===== config.mk =====
export PLATFORM = sky130hd
export DESIGN_NAME = mips_multicycle_control
export DESIGN_NICKNAME = d
export VERILOG_FILES = /design/src/rtl/mips_multicycle_control.sv
export SDC_FILE = /design/constraint.sdc
export NUM_CORES = 1
export LEC_CHECK = 0
export CAP_MARGIN = 20
export CORE_MARGIN = 2
export CORE_UTILIZATION = 38
export DETAILED_ROUTE_END_ITERATION = 8
export PLACE_DENSITY = 0.82
export SLEW_MARGIN = 10
export SYNTH_ARGS = -nofsm -noshare
export SYNTH_HDL_FRONTEND = slang
export SYNTH_SLANG_ARGS = --single-unit

===== constraint.sdc =====
create_clock -name clk -period 1.5 [get_ports clk]
set_input_delay 0.15 -clock clk [delete_from_list [all_inputs] [get_ports clk]]
set_output_delay 0.15 -clock clk [all_outputs]
set_load 0.05 [all_outputs]

===== src/rtl/mips_multicycle_control.sv =====
// Multi-cycle MIPS control FSM: fetch/decode/execute/memory/write-back
// sequencing with a memory request/ready handshake and wait timeout.
module mips_multicycle_control #(
    parameter int MEM_WAIT_MAX = 15,
    parameter bit SUPPORT_JUMP = 1'b1
) (
    input  logic       clk,
    input  logic       rst,
    input  logic [5:0] Opcode,
    input  logic [5:0] Func,
    input  logic       mem_ready,
    output logic       mem_req,
    output logic       mem_we,
    output logic       IorD,
    output logic       IRWrite,
    output logic       PCWrite,
    output logic       Branch,
    output logic [1:0] PCSource,
    output logic       ALUSrcA,
    output logic [1:0] ALUSrcB,
    output logic [5:0] ALUOp,
    output logic       RegDst,
    output logic       MUX_MemToReg,
    output logic       RegWrite,
    output logic [3:0] state,
    output logic       illegal,
    output logic       timeout
);

    typedef enum logic [3:0] {
        FETCH     = 4'd0,
        DECODE    = 4'd1,
        MEM_ADDR  = 4'd2,
        MEM_READ  = 4'd3,
        MEM_WB    = 4'd4,
        MEM_WRITE = 4'd5,
        EXEC      = 4'd6,
        R_WB      = 4'd7,
        BRANCH    = 4'd8,
        JUMP      = 4'd9,
        ADDI_WB   = 4'd10
    } state_t;

    localparam logic [5:0] OP_RTYPE = 6'b000000;
    localparam logic [5:0] OP_LW    = 6'b100011;
    localparam logic [5:0] OP_SW    = 6'b101011;
    localparam logic [5:0] OP_BEQ   = 6'b000100;
    localparam logic [5:0] OP_ADDI  = 6'b001000;
    localparam logic [5:0] OP_J     = 6'b000010;
    localparam logic [5:0] FN_ADD   = 6'b100000;
    localparam logic [5:0] FN_SUB   = 6'b100010;
    localparam logic [7:0] WAIT_MAX = 8'(MEM_WAIT_MAX);

    state_t     st_q, st_d;
    logic [7:0] cnt_q, cnt_d;
    logic       mem_state;
    logic       expire;

    assign state     = st_q;
    assign mem_state = (st_q == FETCH) || (st_q == MEM_READ)
                    || (st_q == MEM_WRITE);
    assign expire    = mem_state && !mem_ready && (cnt_q == WAIT_MAX);
    // Counter is zero outside memory states, so entering one starts at 0
    assign cnt_d     = (mem_state && !mem_ready && !expire)
                     ? cnt_q + 8'd1 : 8'd0;

    always_ff @(posedge clk or posedge rst) begin
        if (rst) begin
            st_q  <= FETCH;
            cnt_q <= 8'd0;
        end else begin
            st_q  <= st_d;
            cnt_q <= cnt_d;
        end
    end

    always_comb begin
        st_d         = st_q;
        mem_req      = 1'b0;
        mem_we       = 1'b0;
        IorD         = 1'b0;
        IRWrite      = 1'b0;
        PCWrite      = 1'b0;
        Branch       = 1'b0;
        PCSource     = 2'b00;
        ALUSrcA      = 1'b0;
        ALUSrcB      = 2'b00;
        ALUOp        = 6'b000000;
        RegDst       = 1'b0;
        MUX_MemToReg = 1'b0;
        RegWrite     = 1'b0;
        illegal      = 1'b0;
        timeout      = expire;
        case (st_q)
            FETCH: begin
                mem_req = 1'b1;
                ALUSrcB = 2'b01;
                ALUOp   = FN_ADD;
                IRWrite = mem_ready;
                PCWrite = mem_ready;
                if (mem_ready) st_d = DECODE;
                else if (expire) st_d = FETCH;
            end
            DECODE: begin
                ALUSrcB = 2'b11;
                ALUOp   = FN_ADD;
                if (Opcode == OP_RTYPE || Opcode == OP_ADDI)
                    st_d = EXEC;
                else if (Opcode == OP_LW || Opcode == OP_SW)
                    st_d = MEM_ADDR;
                else if (Opcode == OP_BEQ)
                    st_d = BRANCH;
                else if (Opcode == OP_J && SUPPORT_JUMP)
                    st_d = JUMP;
                else begin
                    illegal = 1'b1;
                    st_d    = FETCH;
                end
            end
            MEM_ADDR: begin
                ALUSrcA = 1'b1;
                ALUSrcB = 2'b10;
                ALUOp   = FN_ADD;
                st_d    = (Opcode == OP_SW) ? MEM_WRITE : MEM_READ;
            end
            MEM_READ: begin
                mem_req = 1'b1;
                IorD    = 1'b1;
                if (mem_ready) st_d = MEM_WB;
                else if (expire) st_d = FETCH;
            end
            MEM_WB: begin
                RegWrite     = 1'b1;
                MUX_MemToReg = 1'b1;
                st_d         = FETCH;
            end
            MEM_WRITE: begin
                mem_req = 1'b1;
                mem_we  = 1'b1;
                IorD    = 1'b1;
                if (mem_ready || expire) st_d = FETCH;
            end
            EXEC: begin
                ALUSrcA = 1'b1;
                if (Opcode == OP_RTYPE) begin
                    ALUSrcB = 2'b00;
                    ALUOp   = Func;
                    st_d    = R_WB;
                end else begin
                    ALUSrcB = 2'b10;
                    ALUOp   = FN_ADD;
                    st_d    = ADDI_WB;
                end
            end
            R_WB: begin
                RegWrite = 1'b1;
                RegDst   = 1'b1;
                st_d     = FETCH;
            end
            ADDI_WB: begin
                RegWrite = 1'b1;
                st_d     = FETCH;
            end
            BRANCH: begin
                ALUSrcA  = 1'b1;
                ALUOp    = FN_SUB;
                Branch   = 1'b1;
                PCSource = 2'b01;
                st_d     = FETCH;
            end
            JUMP: begin
                PCWrite  = 1'b1;
                PCSource = 2'b10;
                st_d     = FETCH;
            end
            default: st_d = FETCH;
        endcase
    end

endmodule


==> flow_summary_export.csv, run 1 <==
group,metric,value,unit
synth,synth.distinct_cells,44,
cts,hold_buffers,0,
placement,io_buffers,40,
synth,synth_edf_count,0,
status,lastStage,"clock tree synthesis",
floorplan,die_h,55.1,um
synth,avgSynthCellArea,7.99,um2
synth,synthesis.nets,140,
floorplan,die_w,55.1,um
cts,clockRootBuffer,"clkbuf_4",
floorplan,placementRows,18,
cts,cts-buffers-inserted,3,
placement,gp_congestion,0.895,
synth,ys_warn_count,0,
floorplan,ios,41,
status,stop_error,"[ERROR DPL-0038] Utilization greater than 100%, impossible to legalize",
cts,clock_path_buffers,2,
placement,postPlaceCellArea,0.00213,mm2
synth,synth-seq-cells,12,
cts,post_cts_buffers,15,
status,status,"stopped before the end",
floorplan,initial_core_util,40.0,%
cts,cts_max_level,1,
synth,netlist_area,991,um2
cts,cts.sinks,12,
synth,yosysSeqAreaShare,30.3,%
cts,cts_resized,68,
synth,synth_top_flop_cell,"dfrtp_1",
placement,dpl.hpwl,3.31,mm
synth,ys_async_sr_fraction,100,%
synth,syn-instance-count,124,
[cell families after synthesis]
logic type,share of synthesized area (%)
AND/OR/NAND/NOR,36.0
AO/OA/AOI/OAI,16.4
buffers and inverters,7.58
flip-flops,30.3
XOR/XNOR,5.30
multiplexers,2.15
adder cells (fa/ha/maj),2.27
[cells in the mapped netlist (all sizes together), types with 3 or more instances]
cell / instances / area share, %
nand2: 8 / 3.0
nor2: 21 / 8.0
a31oi: 4 / 2.5
a21oi: 4 / 2.0
nor3: 8 / 5.2
dfrtp: 12 / 30
clkbuf: 4 / 1.5
buf: 5 / 3.4
or4: 3 / 2.8
nand3: 4 / 2.0
and2: 5 / 3.2
inv: 7 / 2.7
nand2b: 3 / 1.9
xnor2: 3 / 2.7
xor2: 3 / 2.7
nor4: 3 / 1.9
or3: 3 / 2.4
[stage by stage]
step,setup slack [ns],hold slack [ns],std cells
after detailed placement,-0.805,0.455,227
after global placement,-0.730,0.443,227
after floorplan,-0.404,0.0144,124
==> inputs of run 2 (changes only) <==
--- a/config.mk
+++ b/config.mk
@@ -6,10 +6,10 @@
 export NUM_CORES = 1
 export LEC_CHECK = 0
 export CAP_MARGIN = 20
-export CORE_MARGIN = 2
-export CORE_UTILIZATION = 38
+export CORE_AREA = 2 2 63 65
 export DETAILED_ROUTE_END_ITERATION = 8
-export PLACE_DENSITY = 0.82
+export DIE_AREA = 0 0 65 67
+export PLACE_DENSITY_LB_ADDON = 0.15
 export SLEW_MARGIN = 10
 export SYNTH_ARGS = -nofsm -noshare
 export SYNTH_HDL_FRONTEND = slang
==> constraint.sdc (replaced) <==
create_clock -name clk -period 2 [get_ports clk]
set_input_delay 0.2 -clock clk [delete_from_list [all_inputs] [get_ports clk]]
set_output_delay 0.2 -clock clk [all_outputs]
set_load 0.05 [all_outputs]
==> flow_summary_export.csv, run 2 <==
group,metric,value,unit
floorplan,dieArea,0.00436,mm2
cells_and_area,final_area,0.00189,mm2
global_route,grt.overflow.total,0,
floorplan,placementRows,22,
setup_path,required,1.80,ns
cells_and_area,num_antenna_cells,0,
cells_and_area,multi_input_area,708,um2
synth,synth_area_leaders,"dfrtp_1 30%, nor2_1 8.0%, nor3_1 3.5%",
power_and_ir_drop,internal-power,0.00121,W
cells_and_area,area_growth,90.7,%
cells_and_area,final_cell_mix,"27 x buf_4, 19 x nor2_1, 18 x buf_12",
synth,synth_most_common_cell,"nor2_1",
global_route,grt_pass1_wl,5.05,mm
power_and_ir_drop,p_clk_share,10.8,%
floorplan,die_w,65,um
synth,avgSynthCellArea,7.99,um2
sta,layout_worst_path_cycle_share,100,%
cells_and_area,largest_register_ffs,8,
setup_path,crit_type,"primary input to primary output",
drt,via_per_inst,4.90,
drt,ant_nets,0,
cts,clockRootBuffer,"clkbuf_8",
global_route,track_usage,14.9,%
synth,synth_top_family_by_area,"simple AND/OR/NAND/NOR gates",
placement,io_buffers,40,
cts,hold_buffers,0,
sta,fin_skew,0.000255,ns
cells_and_area,fin_nets,198,
drt,dr.pass1.iters,4,
global_route,grt_max_degree,14,
cells_and_area,top_register,"cnt_q",
placement,dpl.hpwl,2.48,mm
cts,cts.sinks,12,
cells_and_area,drive_gt1_share,47.0,%
status,violations,"negative setup slack",
cts,tritoncts,"yes",
synth,synth_largest_area_cell,"dfrtp_1",
global_route,grt_pass1_vias,1160,
floorplan,initial_core_util,27.5,%
synth,synth_edf_count,0,
status,status,"finished with violations",
sta,max_freq,498,MHz
synth,synth_top_area_share,30.3,%
drt,drcViolationCount,0,
sta,relSlewSlack,66.2,%
cts,clock_path_buffers,2,
floorplan,die_h,67,um
placement,gp_congestion,0.859,
sta,setup_slack,-0.00843,ns
synth,synthesis.nets,140,
sta,holdWs,0.263,ns
drt,wirelength,2.98,mm
synth,synthMuxAreaShare,2.15,%
setup_path,r2r_start,"cnt_q[4]",
synth,ys_async_sr_fraction,100,%
floorplan,fp.coreArea,0.00361,mm2
cts,clk_latency,0.24,ns
synth,synth_adder_area_share,2.27,%
synth,synth-compound-area-share,16.4,%
drt,dr_total_vias,1123,
power_and_ir_drop,vdd_drop_max,742,uV
worst_hold_path,hold_path_class,"primary input to async pin",
sta,hold_violations,0,
synth,ys_warn_count,0,
setup_path,critPathLaunch,"Opcode[0]",
floorplan,ios,41,
setup_path,cp-end-kind,"primary output",
synth,synth_xor_xnor_area_share,5.30,%
cts,cts_max_level,1,
setup_path,cp_data_arrival_time,1.81,ns
synth,synthSimpleGateAreaFrac,36.0,%
power_and_ir_drop,p_per_area,1280,mW/mm2
sta,drv_slew,0,
synth,synth_top_flop_cell,"dfrtp_1",
synth,yosysSeqAreaShare,30.3,%
power_and_ir_drop,comb_power_share,75.4,%
sta,rsz0062_at_grt,"true",
job,cap_viol_max_count,0,
sta,tightestPinTransition,0.506,ns
sta,setup_violations,3,
power_and_ir_drop,seqPwrFrac,13.8,%
synth,yosys-top-cells-count,"21 x nor2_1, 12 x dfrtp_1, 8 x nand2_1",
setup_path,start_kind,"primary input",
placement,dp_slack,-0.333,ns
power_and_ir_drop,p_sw_share,49.9,%
synth,syn-instance-count,124,
power_and_ir_drop,switching_power,0.00121,W
placement,postPlaceCellArea,0.00177,mm2
power_and_ir_drop,p_leak,0.822,nW
synth,synth.distinct_cells,44,
cells_and_area,fillCellCount,331,
cts,cts-buffers-inserted,3,
cells_and_area,final_common_cell,"buf_4",
synth,netlist_area,991,um2
cts,cts.clk_slew.worst_paths,0.05,ns
setup_path,cp_max_fo,6,
global_route,grt_antenna_before_repair,0,
drt,wire_per_inst,13.0,um
drt,drt_iter0_drc,17,
synth,synth-seq-cells,12,
cells_and_area,seqCellArea,305,um2
sta,period_minus_slack,2.01,ns
[run 2: worst paths after layout]
| path | end | slack, ns | cells past startpoint |
|---|---|---|---|
| min reg2reg | cnt_q[0] | 0.48 | 1 |
| max in group asynchronous | state[2] | 1.41 | 2 |
| max | ALUOp[4] | -0.008 | 6 |
| min | cnt_q[7] | 0.26 | 2 |
| max reg2reg | state[2] | 0.31 | 4 |
| min in group clk | state[0] | 0.43 | 4 |
[run 2: power by group through the flow]
stage | combinational (W) | clock (W) | sequential [W]
after CTS | 0.00183 | 0.000269 | 0.000333
after global placement | 0.00174 | 0 | 0.000350
after global routing | 0.00192 | 0.000288 | 0.000345
after floorplan | 0.00101 | 0 | 0.000411
final | 0.00182 | 0.000260 | 0.000333
after detailed placement | 0.00175 | 0 | 0.000353
[run 2: kinds of logic (layout without fill, tap and decap cells)]
kind of cell	count (synthesis)	after routing
buf+inv	16	73
mux	2	2
simple gates	65	65
xor+xnor	6	6
flops	12	12
fa+ha+maj	2	2
compound gates	21	21
[run 2: area by class of cell]
type,instances,share of cell area [%]
repair buffers,62,38.9
well taps,48,3.18
inverters,7,1.39
flip-flops and latches,12,16.2
multi-input cells,96,37.5
clock buffers,4,2.91
[run 2: worst max-delay path: stages]
cell and delay [ns]:
buf_6 0.09, or3_4 0.38, or4_4 0.55, nor3_4 0.24
and2_4 0.21, buf_12 0.13
[run 2: routing by layer]
layer	vias up	track usage (%)	part of all wire [%]	routed length [um]
li1	553	-	-	-
met3	5	4.39	6.8	202
met1	528	17.0	42	1240
met5	-	0	0	0
met2	37	26.5	51	1510
met4	0	5.05	0.87	26
[run 2: repair_timing]
item | 4_1_cts | 5_1_grt
endpoints found under the setup margin | 10 | 8
setup buffers | 3 | 1
pin swaps | 6 | 1
gates resized for setup | 21 | 4
[run 2: through the flow]
step | TNS, ns | utilization, % | power, W | std cells
finish | -0.0164 | 52.4 | 0.00242 | 229
global route | -0.297 | 52.4 | 0.00255 | 229
CTS | -0.0421 | 51.8 | 0.00243 | 228
detailed placement | -2.27 | 49.1 | 0.00210 | 221
global placement | -1.93 | 49.1 | 0.00209 | 221
floorplan | -1.22 | - | 0.00142 | 124
Note: power is estimated with default switching activity, not from simulation.
==> patch: new RTL, config.mk and constraints of run 2 <==
Change the parameter `SUPPORT_JUMP` from 1'b1 to 1'b0.
--- a/src/rtl/mips_multicycle_control.sv
+++ b/src/rtl/mips_multicycle_control.sv
@@ -4,3 +4,3 @@
     parameter int MEM_WAIT_MAX = 15,
-    parameter bit SUPPORT_JUMP = 1'b1
+    parameter bit SUPPORT_JUMP = 1'b0
 ) (
Function: changed (a bounded check fails within 4 cycles, from zero or initial values and one cycle with rst high).
==> patch against run 2 <==
- worst hold slack worse by 0.0051 ns
- non-clock buffer count down 8
- critical path type unchanged
- setup slack better by 0.050 ns
- routed wire length down 6.9%
- highest routed layer unchanged
- via count down 13%
- sequential cell count unchanged
- area after synthesis down 12%
- final area down 11%
- synthesized cell count down 12%
Power is not compared: it rests on default switching activity, and its combinational part moved more than twofold at a synthesized area within 25%.
==> patch: results (changes against run 2) <==
status=finished clean (was finished, violations left); Gate Count Post-Synth=109 (was 124); synth top area cells=dfrtp_1, nor2_1, xnor2_1, nand2b_1, xor2_1 (was dfrtp_1, nor2_1, nor3_1, and2_1, nand2_1); CP max FO=3 (was 6); R2R setup slack=0.42 ns (was 0.31 ns); vias per inst=4.67 (was 4.90); met1 Use GR=17.0% (about the same); drt pass-1 iters=4 (unchanged); Commonest cells post-synth=nor2_1, dfrtp_1, nand2_1 (unchanged); number of placed instances, taps included=204 (was 221); Slew @ Worst Pin=0.504 ns (was 0.506 ns); metal3 WL=205 µm (was 202 µm); All-Layer GR Usage=13.8% (was 14.9%); CP max stage cell=or4b_4 (was or4_4); Clock Skew=0.00353 ns (was 0.000255 ns); fill count=357 (was 331); Seq/Total Area, Yosys=34.3% (was 30.3%); largest net degree at the start of global routing=17 (was 14); Cell variety after synth=39 (was 44); number of nets in the layout=179 (was 198); first-pass GRT wire length=4730 µm (was 5050 µm); initial DRC count=16 (was 17); vias in the first global route=1,003 (was 1,160); final hold viol count=0 (unchanged); met1 WL=1240 µm (about the same); share of cells above drive strength 1=41.4% (was 47.0%); placed cell area=1600 µm² (was 1770 µm²); cell leakage power=0.729 nW; Avg WL per Cell=13.2 µm (was 13.0 µm); Slew Limit Fails=0 (unchanged); Hold Path Class=input pin to asynchronous set/reset pin (unchanged); Final GP Congestion=0.765 (was 0.859); routing usage on met2=24.1% (was 26.5%); crit path DAT=1.76 ns (was 1.81 ns); GR Util met3=2.20% (was 4.39%); Post-Syn Nets=125 (was 140); Most used DFF post-synth=dfrtp_1 (unchanged); Worst path max stage delay=0.47 ns (was 0.55 ns); routed wl met2=1290 µm (was 1510 µm); DPL Wire Length=2280 µm (was 2480 µm); Post-synth EDFFs=0 (unchanged); Routed WL=2770 µm (was 2980 µm)
patch: timing repair:
action,CTS,global route
setup endpoints to repair,8,10
gates resized for setup,19,5
setup buffers,2,0
pin swaps,7,3
hold buffers,0,0
patch: final cells by class:
type                    count  area (µm²)  share of cell area, %
inverters                   2        7.51                  0.445
flip-flops and latches     12         304                   18.0
clock buffers               4        45.0                   2.67
well taps                  48        60.1                   3.56
multi-input cells          90         607                   36.0
repair buffers             54         662                   39.3
patch: metrics by stage:
step | setup WS (ns) | setup TNS [ns] | power [mW] | hold WS (ns) | util, %
after CTS | -0.0431 | -0.206 | 0.797 | 0.273 | 46.4
after detailed placement | -0.333 | -2.70 | 0.564 | 0.456 | 44.4
after floorplan | -0.175 | -0.424 | 0.433 | 0.0645 | -
final | 0.0414 | 0 | 0.788 | 0.258 | 46.7
after global routing | -0.0334 | -0.0582 | 0.824 | 0.317 | 46.7
after global placement | -0.263 | -2.19 | 0.561 | 0.453 | 44.4
patch: cell families after synthesis:
kind of cell	after synthesis	share of synthesized area, %
DFF	12	34.3
AOI/OAI and AO/OA	17	13.0
xor gates and xnor gates	8	8.00
muxes	1	1.14
adders and majority gates	1	1.43
buffers and inverters	7	3.43
and+or+nand+nor	63	38.7
patch: worst reg2reg max path, cell delays in order (launching register included):
cell      delay, ns
dfrtp_2        0.50
nand2b_1       0.27
nor3_4         0.11
buf_4          0.14
buf_4          0.13
a311o_1        0.31
patch: worst paths after layout:
path                                 from        to  cells after the start
worst max-delay path            Opcode[0]   illegal                      7
min in group clk                 cnt_q[0]  cnt_q[0]                      1
worst min register to register   cnt_q[0]  cnt_q[0]                      1
max in group asynchronous             rst  state[0]                      2
worst min-delay path                  rst  cnt_q[0]                      2
worst max register to register   state[2]  state[2]                      5
